<file path="config.mk">
export PLATFORM = sky130hd
export DESIGN_NAME = conv1x1_sched
export DESIGN_NICKNAME = d
export VERILOG_FILES = /design/src/rtl/conv1x1_sched.sv
export SDC_FILE = /design/constraint.sdc
export NUM_CORES = 1
export LEC_CHECK = 0
export CAP_MARGIN = 25
export CELL_PAD_IN_SITES_DETAIL_PLACEMENT = 2
export CELL_PAD_IN_SITES_GLOBAL_PLACEMENT = 2
export CORE_AREA = 4 4 85 167
export CTS_CLUSTER_DIAMETER = 60
export DETAILED_ROUTE_END_ITERATION = 8
export DIE_AREA = 0 0 89 171
export PLACE_DENSITY = 0.78
export SETUP_SLACK_MARGIN = 0.02
export SLEW_MARGIN = 20
export SYNTH_ARGS = -nofsm -noshare
export SYNTH_HDL_FRONTEND = slang
export SYNTH_SLANG_ARGS = --single-unit
</file>
<file path="constraint.sdc">
create_clock -name clk -period 3.3 [get_ports clk]
set_clock_uncertainty 0.2 [all_clocks]
set_input_delay 0.825 -clock clk [delete_from_list [all_inputs] [get_ports clk]]
set_output_delay 0.825 -clock clk [all_outputs]
set_load 0.01 [all_outputs]
</file>
<file path="src/rtl/conv1x1_sched.sv">
// Sequencer for one conv1x1_engine: per output channel it loads weight/bias, streams
// every pixel of the shared feature buffer through a 2-entry skid FIFO, then drains.
`timescale 1ns/1ps
module conv1x1_sched #(
    parameter int DATA_WIDTH = 8,
    parameter int WGT_WIDTH  = 8,
    parameter int BIAS_WIDTH = 16,
    parameter int PIX_AW     = 10,
    parameter int CH_AW      = 6
) (
    input  logic                  clk,
    input  logic                  rst_n,
    input  logic                  start,
    input  logic [PIX_AW-1:0]     cfg_num_pix,
    input  logic [CH_AW-1:0]      cfg_num_ch,
    output logic                  busy,
    output logic                  done,
    output logic [CH_AW-1:0]      cur_ch,
    output logic                  prm_rd,
    output logic [CH_AW-1:0]      prm_addr,
    input  logic [WGT_WIDTH-1:0]  prm_weight,
    input  logic [BIAS_WIDTH-1:0] prm_bias,
    output logic                  buf_rd,
    output logic [PIX_AW-1:0]     buf_addr,
    input  logic [DATA_WIDTH-1:0] buf_data,
    output logic                  eng_config_en,
    output logic [WGT_WIDTH-1:0]  eng_weight,
    output logic [BIAS_WIDTH-1:0] eng_bias,
    output logic [DATA_WIDTH-1:0] eng_din,
    output logic                  eng_din_valid,
    input  logic                  eng_din_ready,
    input  logic                  eng_dout_valid,
    input  logic                  eng_dout_ready,
    output logic [2:0]            dbg_state
);

    typedef enum logic [2:0] {
        S_IDLE, S_LOAD_REQ, S_LOAD_CFG, S_STREAM, S_DRAIN, S_DONE
    } state_t;

    state_t                r_state;
    state_t                w_next;
    logic [PIX_AW-1:0]     r_num_pix;
    logic [CH_AW-1:0]      r_num_ch;
    logic [CH_AW-1:0]      r_cur_ch;
    logic [PIX_AW:0]       r_rd_cnt;
    logic                  r_rd_pending;
    logic [DATA_WIDTH-1:0] r_fifo [2];
    logic                  r_wr_ptr;
    logic                  r_rd_ptr;
    logic [1:0]            r_fifo_cnt;
    logic [1:0]            r_inflight;

    logic w_buf_rd, w_last_rd, w_fifo_empty, w_bypass, w_push, w_pop;
    logic w_accept, w_retire, w_drained;

    // Valid/ready: a word moves across eng_din only in a cycle where eng_din_valid and
    // eng_din_ready are both high; while valid is high and ready low, eng_din holds.
    // Credit rule: words in flight from the buffer plus words queued never exceed two.
    assign w_buf_rd     = (r_state == S_STREAM) && (r_rd_cnt <= {1'b0, r_num_pix})
                          && ((r_fifo_cnt + {1'b0, r_rd_pending}) < 2'd2);
    assign w_last_rd    = w_buf_rd && (r_rd_cnt[PIX_AW-1:0] == r_num_pix);
    assign w_fifo_empty = (r_fifo_cnt == 2'd0);
    // Returning data goes straight to the engine when nothing is queued ahead of it.
    assign w_bypass     = w_fifo_empty && r_rd_pending && eng_din_ready;
    assign w_push       = r_rd_pending && !w_bypass;
    assign w_pop        = !w_fifo_empty && eng_din_ready;
    assign w_accept     = eng_din_valid && eng_din_ready;
    assign w_retire     = eng_dout_valid && eng_dout_ready;
    assign w_drained    = w_fifo_empty && !r_rd_pending && (r_inflight == 2'd0);

    always_comb begin
        w_next        = r_state;
        busy          = (r_state != S_IDLE);
        done          = (r_state == S_DONE);
        prm_rd        = (r_state == S_LOAD_REQ);
        eng_config_en = (r_state == S_LOAD_CFG);
        buf_rd        = w_buf_rd;
        buf_addr      = w_buf_rd ? r_rd_cnt[PIX_AW-1:0] : '0;
        eng_din_valid = !w_fifo_empty || r_rd_pending;
        eng_din       = '0;
        if (!w_fifo_empty) eng_din = r_fifo[r_rd_ptr];
        else if (r_rd_pending) eng_din = buf_data;
        case (r_state)
            S_IDLE:     if (start) w_next = S_LOAD_REQ;
            S_LOAD_REQ: w_next = S_LOAD_CFG;
            S_LOAD_CFG: w_next = S_STREAM;
            S_STREAM:   if (w_last_rd) w_next = S_DRAIN;
            S_DRAIN:    if (w_drained) w_next = (r_cur_ch == r_num_ch) ? S_DONE : S_LOAD_REQ;
            S_DONE:     w_next = S_IDLE;
            default:    w_next = S_IDLE;
        endcase
    end

    assign cur_ch     = r_cur_ch;
    assign prm_addr   = r_cur_ch;
    assign eng_weight = prm_weight;
    assign eng_bias   = prm_bias;
    assign dbg_state  = r_state;

    always_ff @(posedge clk or negedge rst_n) begin
        if (!rst_n) begin
            r_state      <= S_IDLE;
            r_num_pix    <= '0;
            r_num_ch     <= '0;
            r_cur_ch     <= '0;
            r_rd_cnt     <= '0;
            r_rd_pending <= 1'b0;
            r_fifo[0]    <= '0;
            r_fifo[1]    <= '0;
            r_wr_ptr     <= 1'b0;
            r_rd_ptr     <= 1'b0;
            r_fifo_cnt   <= 2'd0;
            r_inflight   <= 2'd0;
        end else begin
            r_state      <= w_next;
            r_rd_pending <= w_buf_rd;
            if (r_state == S_IDLE && start) begin
                r_num_pix <= cfg_num_pix;
                r_num_ch  <= cfg_num_ch;
                r_cur_ch  <= '0;
            end
            if (r_state == S_DRAIN && w_drained && r_cur_ch != r_num_ch)
                r_cur_ch <= r_cur_ch + {{(CH_AW-1){1'b0}}, 1'b1};
            if (r_state == S_LOAD_CFG)
                r_rd_cnt <= '0;
            else if (w_buf_rd)
                r_rd_cnt <= r_rd_cnt + {{PIX_AW{1'b0}}, 1'b1};
            if (w_push) begin
                r_fifo[r_wr_ptr] <= buf_data;
                r_wr_ptr         <= ~r_wr_ptr;
            end
            if (w_pop)
                r_rd_ptr <= ~r_rd_ptr;
            case ({w_push, w_pop})
                2'b10:   r_fifo_cnt <= r_fifo_cnt + 2'd1;
                2'b01:   r_fifo_cnt <= r_fifo_cnt - 2'd1;
                default: r_fifo_cnt <= r_fifo_cnt;
            endcase
            // Tracks pixels inside the engine so config never changes under them.
            case ({w_accept, w_retire})
                2'b10:   r_inflight <= r_inflight + 2'd1;
                2'b01:   r_inflight <= r_inflight - 2'd1;
                default: r_inflight <= r_inflight;
            endcase
        end
    end

endmodule

</file>
# Yosys cells after proc, flatten, opt, wreduce, memory -nomap -nowiden
# Index checks and enable logic that the tools add are counted.
# Widths: inputs -> output; s select.
[totals]
ff_bits = 59
in_bits = 54
output_inout_bits = 63
[op_classes]
add_sub_neg = 7
order_cmp = 5
n_eq_ne = 15
muxes = 20
bitwise = 4
reduce_logical = 28
[op_table]
columns = ["op", "count"]
rows = [
  ["$mux 8", 6],
  ["$mux 11", 2],
  ["$bwmux 16", 1],
  ["$logic_and 1x1->1", 15],
  ["$pmux 3 s5", 1],
  ["$mux 3", 4],
  ["$mux 6", 2],
  ["$add 11x1->11 const B", 1],
  ["$le 11x10->1", 1],
  ["$eq 10x10->1", 1],
  ["$mux 10", 1],
  ["$demux 8 s1", 1],
  ["$pmux 2 s2", 2],
  ["$reduce_bool 2->1", 4],
  ["$add 6x1->6 const B", 1],
  ["$eq 3x2->1 const B", 2],
  ["$eq 3x3->1 const B", 2],
  ["$eq 6x6->1", 1],
  ["$ne 2x2->1 const B", 3],
  ["$ne 6x6->1", 1],
  ["$add 2x1->2 const B", 2],
  ["$eq 2x1->1 const B", 2],
  ["$eq 2x2->1 const B", 2],
  ["$ge 2x2->1 const B", 2],
  ["13 further kinds", 19],
]

# Depth between registers and ports, before layout
[logic_depth]
word_depth = 7
mapped_depth = 8
mapped_depth_nobuf = 7

# Worst setup path before layout
# Ideal clock, no wire load.
[synth_path]
path_kind = "reg-to-output"
startpoint = "reg r_rd_cnt[6]"
endpoint = "out buf_addr[1]"
t_arrival_ps = 1792
t_required_ps = 2275
slack_ps = 483
stages_incl_launch_ff = 7
path_buffers = 1
cell_sequence = "dfrtp_1 ha_1 nand4_1 a21o_1 a2111o_1 clkbuf_1 and3_1"
[synth_via]
elab_chain_len = 4
[synth_lines]
columns = ["element", "line", "source"]
rows = [
  ["from (decl)", "46", "logic [PIX_AW:0] r_rd_cnt;"],
  ["from (signal assigned)", "128", "r_rd_cnt <= r_rd_cnt + {{PIX_AW{1'b0}}, 1'b1};"],
  ["$le 11x10->1", "60", "assign w_buf_rd = (r_state == S_STREAM) && (r_rd_cnt <= {1'b0, r_num_pix})"],
  ["$logic_and 1x1->1", "60", ""],
  ["$logic_and 1x1->1", "61", "&& ((r_fifo_cnt + {1'b0, r_rd_pending}) < 2'd2);"],
  ["$mux 10", "79", "buf_addr = w_buf_rd ? r_rd_cnt[PIX_AW-1:0] : '0;"],
  ["to (decl)", "24", "output logic [PIX_AW-1:0] buf_addr,"],
]
# Every way passes these cells.

# Worst setup path in the final report
[layout_path]
startpoint = "reg r_rd_cnt[6]"
endpoint = "out buf_addr[9]"
# Same word-level chain as after synthesis.

==> load_flow_metrics.sql <==
INSERT INTO impl_metrics (metric_group, metric, value, unit) VALUES
('setup_path', 'ff2ff_setup_slack', '0.62', 'ns'),
('detailed_routing', 'vias_per_cell', '5.00', ''),
('yosys', 'yosys-top-cells-area', 'sky130_fd_sc_hd__dfrtp_1, sky130_fd_sc_hd__mux2_2, sky130_fd_sc_hd__buf_4', ''),
('grt', 'largest_net_degree_at_the_start_of_global_routing', '60', ''),
('grt', 'total_global_routing_overflow', '0', ''),
('timing', 'final-setup-viol-count', '0', ''),
('setup_path', 'crit_path_max_incr_delay', '0.56', 'ns'),
('yosys', 'synthFlopType', 'sky130_fd_sc_hd__dfrtp_1', ''),
('setup_path', 'worstPathRequired', '2.27', 'ns'),
('die', 'fp.dieArea', '15200', 'um^2'),
('detailed_routing', 'antenna_left', '0', ''),
('setup_path', 'worstSetupPathType', 'reg2out', ''),
('yosys', 'async_reset_ff_frac', '1.00', ''),
('setup_path', 'reg2reg_from', 'r_rd_cnt[8]', ''),
('setup_path', 'critPathLaunchType', 'flop', ''),
('die', 'chipHeight', '171', 'um'),
('detailed_routing', 'drt_pre_antenna_iters', '4', ''),
('yosys', 'synth-edff-count', '0', ''),
('timing', 'worst_slew_pin_slew', '0.791', 'ns'),
('pwr', 'leakage', '0.00206', 'uW'),
('grt', 'groute.layer.met2.usage', '0.297', ''),
('grt', 'gr-max-usage-layer', 'met2', ''),
('timing', 'timing.final.max_slew_violations', '0', ''),
('cts', 'clk_latency', '0.32', 'ns'),
('timing', 'timing.fmax', '0.305', 'GHz'),
('cts', 'number_of_sinks_driven_by_the_clock_tree', '59', ''),
('setup_path', 'cp_cell_sequence', 'ha_4, nand4_1, a21o_1, a2111o_2, and3_4, buf_6', ''),
('finish', 'finish.instance_area', '4710', 'um^2'),
('grt', 'met3_usage', '0.0255', ''),
('worst_hold_path', 'worst_hold_startpoint', 'r_inflight[1]', ''),
('cts', 'cts_htree_levels', '3', ''),
('cts', 'cts_tree', 'built', ''),
('setup_path', 'critPathCaptureType', 'output pin', ''),
('detailed_routing', 'wire_per_inst', '19.2', 'um'),
('timing', 'timing.final.crit_period', '3.28', 'ns'),
('grt', 'antenna_found_initial', '0', ''),
('yosys', 'yosys_cell_types', '45', ''),
('setup_path', 'crit_arrival', '2.25', 'ns'),
('placed_design', 'worst_setup_slack_post_dpl', '-0.292', 'ns'),
('yosys', 'synth-warning-count', '0', ''),
('finish', 'fin_nets', '489', ''),
('placed_design', 'detailed_place_hpwl', '7920', 'um'),
('timing', 'final_hold_violating_endpoints', '0', ''),
('detailed_routing', 'route.vias.total', '2887', ''),
('setup_path', 'worstSetupEndpoint', 'buf_addr[9]', ''),
('timing', 'final.setup.worst_slack', '0.0202', 'ns'),
('placed_design', 'placedInstanceArea', '4260', 'um^2'),
('cts', 'clk_transition_reported_paths', '0.05', 'ns'),
('finish', 'antenna_cells_inserted', '0', ''),
('grt', 'grt_pass1_vias', '3395', ''),
('detailed_routing', 'finalWirelength', '11100', 'um'),
('status', 'outcome', 'complete, no violations', ''),
('setup_path', 'reg2regPathDepth', '9', ''),
('cts', 'cts_max_path_buffers', '2', ''),
('detailed_routing', 'drc_errors', '0', ''),
('die', 'fp-row-count', '59', ''),
('yosys', 'netlist.area_leader.share', '0.430', ''),
('setup_path', 'crit_slowest_cell', 'sky130_fd_sc_hd__a2111o_2', ''),
('yosys', 'syn-num-nets', '413', ''),
('placed_design', 'gp_congestion', '0.840', ''),
('grt', 'use_met1', '0.147', ''),
('timing', 'layout_worst_path_cycle_share', '0.994', ''),
('timing', 'rsz_0062_raised_after_global_routing', 'yes', ''),
('finish', 'layout-area-overhead-vs-synth', '37.3', '%'),
('cts', 'tritoncts.num_buffers', '9', ''),
('placed_design', 'buffers_added_on_ports', '68', ''),
('setup_path', 'startpoint', 'r_rd_cnt[6]', ''),
('grt', 'grt_first_pass_wirelength', '17600', 'um'),
('yosys', 'synthesis.area', '3430', 'um^2'),
('die', 'die_w', '89', 'um'),
('setup_path', 'r2r_end', 'r_rd_cnt[6]', '');
## stage by stage
step,util,total power (uW),setup TNS [ns],std cells,hold WS (ns)
finish,0.365,3830,0,577,0.277
global route,0.365,4110,-0.391,577,0.291
CTS,0.364,3900,-0.145,576,0.284
detailed placement,0.329,2840,-1.54,554,0.277
global placement,0.329,2720,-0.628,554,0.259
floorplan,-,2120,0,345,0.243
## final cells by class
cell class              count  area, um^2  area share
well taps                 152         190      0.0404
clock inverters             5        55.1      0.0117
flip-flops and latches     59        1480       0.314
repair buffers            105         956       0.203
clock buffers              10         229      0.0486
multi-input cells         229        1740       0.369
inverters                  17        63.8      0.0135
## where the power goes
part | internal, uW | total [uW] | leakage, uW | switching (uW)
logic | 883 | 1740 | 0.00118 | 856
registers | 1000 | 1190 | 0.000744 | 194
clock network | 576 | 897 | 0.000134 | 320
## timing repair
item	in CTS	in global routing
hold buffers	0	0
gates cloned	2	0
pin swaps	14	6
endpoints found under the setup margin	11	11
gates resized for setup	62	7
buffers inserted	5	2
## Yosys cell counts (2+ instances only)
cell type / n
sky130_fd_sc_hd__dfrtp_1: 59
sky130_fd_sc_hd__buf_4: 30
sky130_fd_sc_hd__o21ai_0: 30
sky130_fd_sc_hd__mux2_2: 24
sky130_fd_sc_hd__nand2_1: 24
sky130_fd_sc_hd__nand3_1: 21
sky130_fd_sc_hd__nor2_1: 17
sky130_fd_sc_hd__inv_1: 16
sky130_fd_sc_hd__ha_1: 14
sky130_fd_sc_hd__mux2i_1: 13
sky130_fd_sc_hd__a21oi_1: 11
sky130_fd_sc_hd__and3_1: 9
sky130_fd_sc_hd__xor2_1: 9
sky130_fd_sc_hd__clkbuf_1: 7
sky130_fd_sc_hd__nor3_1: 5
sky130_fd_sc_hd__xnor2_1: 5
sky130_fd_sc_hd__a21o_1: 4
sky130_fd_sc_hd__buf_2: 3
sky130_fd_sc_hd__nand2b_1: 3
sky130_fd_sc_hd__nor4_1: 3
sky130_fd_sc_hd__o31ai_1: 3
sky130_fd_sc_hd__or4_1: 3
sky130_fd_sc_hd__a31oi_1: 2
sky130_fd_sc_hd__and2_1: 2
sky130_fd_sc_hd__nand3b_1: 2
sky130_fd_sc_hd__nand4_1: 2
sky130_fd_sc_hd__nor2b_1: 2
sky130_fd_sc_hd__o21a_1: 2
sky130_fd_sc_hd__or3_1: 2
sky130_fd_sc_hd__or3_4: 2
sky130_fd_sc_hd__or3b_2: 2
## registers in the layout, summed over array words and instances, names as in the netlist
name          count
r_num_ch          6
r_rd_cnt         11
r_fifo           16
dbg_state         3
r_rd_ptr          1
r_wr_ptr          1
r_inflight        2
r_rd_pending      1
r_fifo_cnt        2
cur_ch            6
r_num_pix        10
## critical path: cells and delay by family (launching register included)
family | cells | cell delay [ns]
buffers and inverters | 1 | 0.11
AND/OR/NAND/NOR | 2 | 0.32
flip-flops | 1 | 0.41
adder cells (fa/ha/maj) | 1 | 0.29
AO/OA/AOI/OAI | 2 | 0.80
## how the worst min path moves through the flow
| stage | endpoint | cells past startpoint |
|---|---|---|
| after global placement | r_inflight[1] | 1 |
| after global routing | r_inflight[1] | 1 |
| after detailed placement | r_inflight[1] | 1 |
| after floorplan | r_inflight[1] | 1 |
| final | r_inflight[1] | 1 |
| after CTS | r_inflight[1] | 1 |
## layer usage
metal / wire, um / vias up
li1: - / 1332
met1: 3690 / 1461
met2: 6480 / 64
met3: 387 / 30
met4: 512 / 0
met5: 0 / -
## cells by family after synthesis
family,count (synthesis),share of synthesized area
flops,59,0.431
fa+ha+maj,14,0.0511
buf+inv,58,0.0996
simple gates,104,0.159
mux,37,0.117
xor+xnor,14,0.0358
compound gates,59,0.107
Power figures use the tool's default switching activity.
